## src/rtl/uart_int_arb.sv

```systemverilog
// UART interrupt source latches and 16550-style IIR priority arbiter.
// Optional macro UART_CTI_EN adds the RX character-timeout source (ID 3'b110).
module uart_int_arb #(
  parameter int FIFO_DEPTH    = 16,
  parameter int LVL_W         = 5,
  parameter int TIMEOUT_CHARS = 4
) (
  input  logic             apb_clk_in,
  input  logic             apb_rstn_in,
  input  logic             erbi_in,
  input  logic             etbei_in,
  input  logic             elsi_in,
  input  logic             edssi_in,
  input  logic             fifoen_in,
  input  logic [1:0]       rxfiftl_in,
  input  logic [LVL_W-1:0] rx_level_in,
  input  logic             rx_char_done_in,
  input  logic             rx_err_in,
  input  logic             thr_empty_in,
  input  logic             char_tick_in,
  input  logic [3:0]       msr_delta_in,
  input  logic             iir_read_in,
  input  logic             lsr_read_in,
  input  logic             rbr_read_in,
  input  logic             thr_write_in,
  input  logic             msr_read_in,
  output logic [2:0]       intid_out,
  output logic             ipend_out,
  output logic             irq_out
);

  logic             ls_q, ls_d, ms_q, ms_d, te_q, te_d;
  logic             thr_empty_dly_q, etbei_dly_q;
  logic [2:0]       intid_q, intid_d;
  logic             ipend_q, ipend_d, irq_q;
  logic [LVL_W-1:0] trig_s;
  logic             rda_s, ct_s, te_set_s, te_clr_s;

  // Trigger levels scale with the FIFO depth; 1/4/8/14 for the standard 16-byte FIFO.
  always_comb begin
    case (rxfiftl_in)
      2'd0:    trig_s = LVL_W'(1);
      2'd1:    trig_s = LVL_W'(FIFO_DEPTH / 4);
      2'd2:    trig_s = LVL_W'(FIFO_DEPTH / 2);
      2'd3:    trig_s = LVL_W'(FIFO_DEPTH - 2);
      default: trig_s = LVL_W'(1);
    endcase
  end

  assign rda_s    = fifoen_in ? (rx_level_in >= trig_s) : (rx_level_in != {LVL_W{1'b0}});
  assign te_set_s = (thr_empty_in & ~thr_empty_dly_q) | (etbei_in & ~etbei_dly_q & thr_empty_in);
  assign te_clr_s = thr_write_in | (iir_read_in & (intid_q == 3'b001) & ~ipend_q);

`ifdef UART_CTI_EN
  localparam logic [2:0] CT_MAX = 3'(TIMEOUT_CHARS);
  logic [2:0] ct_cnt_q, ct_cnt_d;

  // Idle-character counter: any RX activity or an empty FIFO restarts it.
  always_comb begin
    ct_cnt_d = ct_cnt_q;
    if (!fifoen_in || rx_char_done_in || rbr_read_in || (rx_level_in == {LVL_W{1'b0}})) begin
      ct_cnt_d = 3'd0;
    end else if (char_tick_in && (ct_cnt_q != CT_MAX)) begin
      ct_cnt_d = ct_cnt_q + 3'd1;
    end else begin
      ct_cnt_d = ct_cnt_q;
    end
  end

  // Timeout counter register.
  always_ff @(posedge apb_clk_in or negedge apb_rstn_in) begin
    if (!apb_rstn_in) begin
      ct_cnt_q <= 3'd0;
    end else begin
      ct_cnt_q <= ct_cnt_d;
    end
  end

  assign ct_s = fifoen_in & (ct_cnt_q == CT_MAX);
`else
  logic unused_cti_s;
  assign unused_cti_s = ^{char_tick_in, rx_char_done_in, rbr_read_in, 32'(TIMEOUT_CHARS)};
  assign ct_s         = 1'b0;
`endif

  // Pending latches; a set in the same cycle as a clear wins so no event is dropped.
  always_comb begin
    ls_d = ls_q;
    ms_d = ms_q;
    te_d = te_q;
    if (rx_err_in) ls_d = 1'b1;
    else if (lsr_read_in) ls_d = 1'b0;
    else ls_d = ls_q;
    if (|msr_delta_in) ms_d = 1'b1;
    else if (msr_read_in) ms_d = 1'b0;
    else ms_d = ms_q;
    if (te_set_s) te_d = 1'b1;
    else if (te_clr_s) te_d = 1'b0;
    else te_d = te_q;
  end

  // Priority encoder feeding the registered IIR outputs.
  always_comb begin
    intid_d = 3'b000;
    ipend_d = 1'b1;
    if (ls_q && elsi_in) begin
      intid_d = 3'b011; ipend_d = 1'b0;
    end else if (rda_s && erbi_in) begin
      intid_d = 3'b010; ipend_d = 1'b0;
    end else if (ct_s && erbi_in) begin
      intid_d = 3'b110; ipend_d = 1'b0;
    end else if (te_q && etbei_in) begin
      intid_d = 3'b001; ipend_d = 1'b0;
    end else if (ms_q && edssi_in) begin
      intid_d = 3'b000; ipend_d = 1'b0;
    end else begin
      intid_d = 3'b000; ipend_d = 1'b1;
    end
  end

  // State and output registers.
  always_ff @(posedge apb_clk_in or negedge apb_rstn_in) begin
    if (!apb_rstn_in) begin
      ls_q            <= 1'b0;
      ms_q            <= 1'b0;
      te_q            <= 1'b0;
      thr_empty_dly_q <= 1'b0;
      etbei_dly_q     <= 1'b0;
      intid_q         <= 3'b000;
      ipend_q         <= 1'b1;
      irq_q           <= 1'b0;
    end else begin
      ls_q            <= ls_d;
      ms_q            <= ms_d;
      te_q            <= te_d;
      thr_empty_dly_q <= thr_empty_in;
      etbei_dly_q     <= etbei_in;
      intid_q         <= intid_d;
      ipend_q         <= ipend_d;
      irq_q           <= ~ipend_d;
    end
  end

  assign intid_out = intid_q;
  assign ipend_out = ipend_q;
  assign irq_out   = irq_q;

endmodule

```

## config.mk

```make
export PLATFORM = sky130hd
export DESIGN_NAME = uart_int_arb
export DESIGN_NICKNAME = d
export VERILOG_FILES = /design/src/rtl/uart_int_arb.sv
export SDC_FILE = /design/constraint.sdc
export NUM_CORES = 1
export LEC_CHECK = 0
export CORE_AREA = 2 2 39 41
export DETAILED_ROUTE_END_ITERATION = 8
export DIE_AREA = 0 0 41 43
export DONT_BUFFER_PORTS = 1
export PLACE_DENSITY = 0.61
export SLEW_MARGIN = 20
export SYNTH_ARGS = -nofsm -noshare
export SYNTH_HDL_FRONTEND = slang
export SYNTH_SLANG_ARGS = --single-unit
```

## constraint.sdc

```tcl
create_clock -name apb_clk_in -period 1.24 [get_ports apb_clk_in]
set_clock_uncertainty 0.05 [all_clocks]
set_input_delay 0.372 -clock apb_clk_in [delete_from_list [all_inputs] [get_ports apb_clk_in]]
set_output_delay 0.372 -clock apb_clk_in [all_outputs]
set_load 0.01 [all_outputs]
```

==> results of run 1 <==
==> timing repair <==
action / CTS / global route
hold buffers: 1 / 0
endpoints found under the setup margin: 0 / 1
hold endpoints to repair: 9 / 0
==> power groups by stage <==
| stage | combinational, mW | clock [mW] | sequential, mW |
|---|---|---|---|
| 2_1_floorplan | 0.0699 | 0 | 0.338 |
| 4_1_cts | 0.0868 | 0.226 | 0.337 |
| 5_1_grt | 0.0980 | 0.250 | 0.340 |
| 6_report | 0.0844 | 0.218 | 0.337 |
| 3_3_place_gp | 0.0764 | 0 | 0.341 |
| 3_5_place_dp | 0.0785 | 0 | 0.342 |
==> per-layer routing <==
metal  global-route usage, %  vias up  wire (microns)
li1                        -      191               -
met1                    14.3      167             358
met2                    17.8       16             478
met3                    4.71        2              80
met4                    8.00        0              10
met5                       0        -               0
==> final timing paths <==
check,endpoint,depth (start not counted),slack [ns]
worst max-delay path,ipend_out,0,0.01
worst min-delay path,etbei_dly_q,0,0.09
worst max register to register,irq_out,3,0.08
worst min register to register,ls_q,1,0.48
max in group asynchronous,ipend_out,1,0.40
min in group asynchronous,te_q,1,0.42
==> flip-flops by register name, indices dropped and copies added, names as in the netlist <==
name and count:
irq_out 1, ipend_out 1, ms_q 1, intid_out 2
etbei_dly_q 1, ls_q 1, thr_empty_dly_q 1, te_q 1
==> worst register-to-register path, delay by kind of cell (launching register included) <==
kind | cells | cell delay [ns]
flops | 1 | 0.40
compound gates | 2 | 0.46
simple gates | 1 | 0.14
==> stage by stage <==
step	power [mW]	util, %
floorplan	0.408	-
CTS	0.650	41.0
global route	0.688	41.0
global placement	0.418	38.4
detailed placement	0.421	38.4
finish	0.639	41.0
==> layout by cell type, fill, tap and decap left out <==
cell type,synthesis,routed
clkbuf_1,0,1
a41oi_1,1,1
o21ai_1,0,2
nand4bb_1,1,1
a32o_1,1,1
nor2_1,4,2
a41o_1,1,1
nand4_1,1,1
o21a_1,1,1
nand3_1,2,2
clkbuf_4,0,3
nor4_4,1,1
a21oi_2,0,1
conb_1,1,1
dfstp_2,1,1
nor4_1,1,1
ha_1,4,4
a21o_1,1,1
a21bo_2,1,1
o21ai_0,5,3
nand2_1,4,4
inv_1,8,8
dfrtp_1,8,8
dlygate4sd3_1,0,1
a2bb2oi_1,1,1
nor2_2,0,2
a22oi_1,2,2
==> cell type report <==
| cell class | instances | area, sq um |
|---|---|---|
| clock buffers | 4 | 26.3 |
| inverters | 8 | 30.0 |
| well taps | 16 | 20.0 |
| repair buffers | 1 | 10.0 |
| multi-input cells | 34 | 255 |
| flip-flops and latches | 9 | 226 |
| fillers | 149 | 816 |
==> kinds of logic (layout without fill, tap and decap cells) <==
kind of cell | count (synthesis) | in the layout | share of synthesized area, %
AO/OA/AOI/OAI | 15 | 15 | 21.1
adder cells (fa/ha/maj) | 4 | 4 | 9.80
buffers and inverters | 9 | 13 | 7.35
flip-flops | 9 | 9 | 44.4
other | 1 | 1 | 0.735
AND/OR/NAND/NOR | 14 | 14 | 16.7
==> implementation parameters, run 1 <==
Parameter                              Value

Run
  Max-cap viol count    0

Drt
  Average wire length per cell after detail routing    12.9 microns
  Vias per cell    5.22
  Post-route DRC    0
  Count of TritonRoute iterations in the first routing pass    1
  Final Routed Wirelength    928 microns
  Detailed-route via count    376
  Final antenna-violating net count    0
  Starting DRC count in detailed routing    0

Power and ir drop
  Design internal power    484 uW
  Power per unit of standard cell area    1130 nW/um^2
  Standby leakage power    0.259 nW
  Clock network power share    34.1%
  Worst ir drop on vdd    0.619 mV
  Share of total power in combinational logic    13.2%
  Fraction of power spent switching nets    24.3%
  Power dissipated by switching net loads    156 uW
  Fraction of power consumed by sequential logic    52.7%

Placed design
  Cell count after placement    67
  Last weighted congestion value of the routability-driven placer    0.649
  Pre-CTS worst setup slack    -0.0892 ns
  Number of I/O port buffers    0
  Post-place instance area    532 sq um
  Total half-perimeter wirelength after legalization and detailed placement    822 microns

Layout
  Final #Nets    88
  P&R area growth vs syn    11.3%
  Final std cell area, no fill    568 sq um
  Post-layout instance count excluding filler cells    72
  Fraction of final layout cells sized beyond drive strength 1    16.1%
  Diode count    0

Setup path
  Nature of the critical path startpoint    register
  RR Startpoint    te_q
  Data arrival time of the worst path    0.80 ns
  Worst setup startpoint    ipend_out
  Highest net fanout along the worst path    2
  Kind of end point of the critical path    primary output
  Crit Path Category    reg -> out
  Worst Path Required    0.82 ns

Synthesis
  Number of enable flip-flop cells after synthesis    0
  Post-synthesis sequential area ratio    44.4%
  Yosys cell types    23
  Post-synth top flop    dfrtp_1
  Synth async-reset ratio    100%
  Area leader, netlist    dfrtp_1
  Net count after synthesis    83
  Synth Warn #    0
  Synthesized flop and latch total    9
  Post-Synthesis Cells    52
  Netlist area before placement    510 sq um
  Leading post-synthesis cells by cell area    dfrtp_1 (39%), ha_1 (9.8%), inv_1 (5.9%)
  Top cells by instance count after synthesis    dfrtp_1 (8), inv_1 (8), o21ai_0 (5)
  Mean post-synth cell area    9.82 sq um
  Share of the synthesized area in the top cell type    39.2%

Timing
  Worst-case hold slack    0.0915 ns
  Fin Setup TNS    0 ns
  Final-report setup violation count    0
  Pins Over Slew Limit    0
  Post-layout minimum cycle time    1.23 ns
  Fmax    0.816 GHz
  Post-route worst setup slack    0.0147 ns
  RSZ-0062 raised after global routing    yes
  Final hold viol count    0
  Crit share post-route    98.8%

Floorplanning
  Overall die area    1760 sq um
  Initial core utilization    36.9%
  Chip Width    41 microns
  Count of pins on the block boundary    32
  Placeable core area    1380 sq um
  Row count    14
  Vertical die dimension    43 microns

Clocking
  Number of clock sinks    9
  Maximum level of the CTS H-tree    1
  CTS tree    built
  Clock Tree Buf Depth    2
  TritonCTS Buffers    3
  CTS root buf    clkbuf_4
  Later-pin clock latency in the skew report    0.25 ns
  Buffers inserted by post-CTS timing repair    0
  Clock transition time at the flip-flop clock pins of the worst setup and hold paths    0.06 ns
  Count of cells resized by post-cts repair    0

GRT
  Global route overflow    0
  Initial antenna violation count    0
  Vias in the first global route    351
  Pin count of the biggest net entering global routing    10
  Aggregate global-route resource usage    12.3%
  First-pass GRT wire length    1440 microns

Status
  Run status    finished, final reports clean

Worst hold path
  Type of the most critical hold path    in -> reg
  Hold Crit Start    etbei_in
No activity file was read; power rests on OpenSTA's default activity.
==> run 2, diff against run 1 <==
- CTS_BUF_LIST: not set -> sky130_fd_sc_hd__clkbuf_8 sky130_fd_sc_hd__clkbuf_16
- PLACE_DENSITY: 0.61 -> 0.62
- clock period: 1.24 -> 1.2 ns (I/O delays scaled with it)
==> run 2 against run 1 <==
Effect of this change:
- hold slack improved by 0.0085 ns
- via count rose by 4.5%
- clock power rose by 58%
- flip-flop and latch count did not move
- utilization rose by 3.5 points
- largest power group unchanged
- largest cell class unchanged
- worst setup slack got worse by 0.0042 ns
- combinational power rose by 20%
- die area did not move
- clock-buffer cell count fell by 1
- register-to-register slack improved by 0.02 ns
- routed wire length rose by 6.5%
==> implementation parameters, run 2 (same netlist as run 1, synthesis figures left out) <==
Parameter                              Value

Status
  Run status    finished, final reports clean (unchanged)

Placed design
  Number of I/O port buffers    0 (unchanged)
  Total half-perimeter wirelength after legalization and detailed placement    832 microns (was 822 microns)
  Last weighted congestion value of the routability-driven placer    0.736 (was 0.649)

Timing
  Fmax    0.841 GHz
  Post-layout minimum cycle time    1.19 ns
  Pins Over Slew Limit    0 (unchanged)
  Crit share post-route    99.1%
  Final-report setup violation count    0 (unchanged)
  RSZ-0062 raised after global routing    yes (unchanged)
  Worst-case hold slack    0.100 ns (was 0.0915 ns)
  Final hold viol count    0 (unchanged)
  Fin Setup TNS    0 ns (unchanged)

Floorplanning
  Vertical die dimension    43 microns (unchanged)
  Chip Width    41 microns (unchanged)
  Initial core utilization    36.9% (unchanged)
  Row count    14 (unchanged)
  Count of pins on the block boundary    32 (unchanged)
  Overall die area    1760 sq um (unchanged)
  Placeable core area    1380 sq um (unchanged)

GRT
  Initial antenna violation count    0 (unchanged)
  Aggregate global-route resource usage    15.4% (was 12.3%)
  Global route overflow    0 (unchanged)
  First-pass GRT wire length    1650 microns (was 1440 microns)
  Vias in the first global route    422 (was 351)
  Pin count of the biggest net entering global routing    10 (unchanged)

Power and ir drop
  Worst ir drop on vdd    0.337 mV (was 0.619 mV)
  Fraction of power consumed by sequential logic    43.9% (was 52.7%)
  Standby leakage power    0.276 nW (was 0.259 nW)
  Share of total power in combinational logic    12.7% (was 13.2%)
  Design Power    793 uW (was 639 uW)
  Power per unit of standard cell area    1280 nW/um^2 (was 1130 nW/um^2)
  Fraction of power spent switching nets    23.7% (was 24.3%)
  Design internal power    604 uW (was 484 uW)
  Power dissipated by switching net loads    188 uW (was 156 uW)
  Clock network power share    43.4% (was 34.1%)

Clocking
  Number of clock sinks    9 (unchanged)
  CTS tree    built (unchanged)
  CTS root buf    clkbuf_8 (was clkbuf_4)
  Clock transition time at the flip-flop clock pins of the worst setup and hold paths    0.04 ns (was 0.06 ns)
  Buffers inserted by post-CTS timing repair    0 (unchanged)
  TritonCTS Buffers    3 (unchanged)
  Later-pin clock latency in the skew report    0.24 ns (was 0.25 ns)
  Maximum level of the CTS H-tree    1 (unchanged)
  Clock Tree Buf Depth    2 (unchanged)

Worst hold path
  Type of the most critical hold path    in -> reg (unchanged)

Run
  Max-cap viol count    0 (unchanged)

Drt
  Final antenna-violating net count    0 (unchanged)
  Count of TritonRoute iterations in the first routing pass    2 (was 1)
  Vias per cell    5.38 (was 5.22)
  Final Routed Wirelength    988 microns (was 928 microns)
  Detailed-route via count    393 (was 376)
  Starting DRC count in detailed routing    2 (was 0)
  Post-route DRC    0 (unchanged)
  Average wire length per cell after detail routing    13.5 microns (was 12.9 microns)

Layout
  Diode count    0 (unchanged)
  Max reg flops    2 (unchanged)
  Fraction of final layout cells sized beyond drive strength 1    22.8% (was 16.1%)
  P&R area growth vs syn    20.8% (was 11.3%)
  Number of filler cells placed in the layout    149 (unchanged)
  Final #Nets    89 (was 88)
  Commonest cells after routing, fill and taps aside    inv_1 (8), dfrtp_1 (8), nand2_1 (4) (was inv_1 (8), dfrtp_1 (8), nand2_1 (4), ha_1 (4))

Setup path
  Data arrival time of the worst path    0.78 ns (was 0.80 ns)
  Crit Path Category    reg -> out (unchanged)
  Worst Path Required    0.79 ns (was 0.82 ns)
  Kind of end point of the critical path    primary output (unchanged)
  Nature of the critical path startpoint    register (unchanged)
  Highest net fanout along the worst path    2 (unchanged)
[run 2: cell count changes in the layout (fill, tap and decap cells not counted), sizes merged]
cell	change
clkbuf	-1
inv	+1
buf	+1
[run 2: power groups by stage]
stage                     clock network (mW)  registers (mW)  logic, mW
after floorplan                            0           0.349     0.0752
after global placement                     0           0.351     0.0894
after detailed placement                   0           0.353     0.0924
after CTS                              0.353           0.348      0.102
after global routing                   0.370           0.353      0.118
final                                  0.344           0.348      0.101
[run 2: area by class of cell]
type	instances	area, sq um	share of cell area [%]
multi-input cells	34	278	45.0
flip-flops and latches	9	226	36.7
clock buffers	3	41.3	6.69
inverters	8	30.0	4.87
well taps	16	20.0	3.25
repair buffers	2	17.5	2.84
clock inverters	1	3.75	0.609
[run 2: what timing repair did]
| action | CTS | global route |
|---|---|---|
| resized for setup | 0 | 1 |
| hold endpoints to repair | 9 | 0 |
| hold buffers | 1 | 0 |
| endpoints found under the setup margin | 0 | 2 |
[run 2: final timing paths]
kind | from | to | slack [ns] | cells past startpoint
min reg2reg | ls_q | ls_q | 0.47 | 1
max reg2reg | te_q | irq_out | 0.10 | 3
max in group asynchronous | apb_rstn_in | ipend_out | 0.34 | 1
min | thr_empty_in | thr_empty_dly_q | 0.1 | 0
max | ipend_out | ipend_out | 0.01 | 0
min in group asynchronous | apb_rstn_in | thr_empty_dly_q | 0.44 | 1
[run 2: stage by stage]
stage | area, sq um | util (%) | worst slack [ns] | cells
floorplan | 537 | - | -0.00944 | 52
global placement | 557 | 40.2 | -0.0811 | 68
detailed placement | 557 | 40.2 | -0.108 | 68
CTS | 612 | 44.2 | 0.00219 | 73
global route | 617 | 44.6 | -0.0147 | 73
finish | 617 | 44.6 | 0.0105 | 73
[run 2: metal layers]
metal	part of all wire [%]	GRT usage, %	up-vias
li1	-	-	193
met1	38	14.9	172
met2	46	20.9	22
met3	9.5	5.24	6
met4	6.3	20.0	0
met5	0	0	-
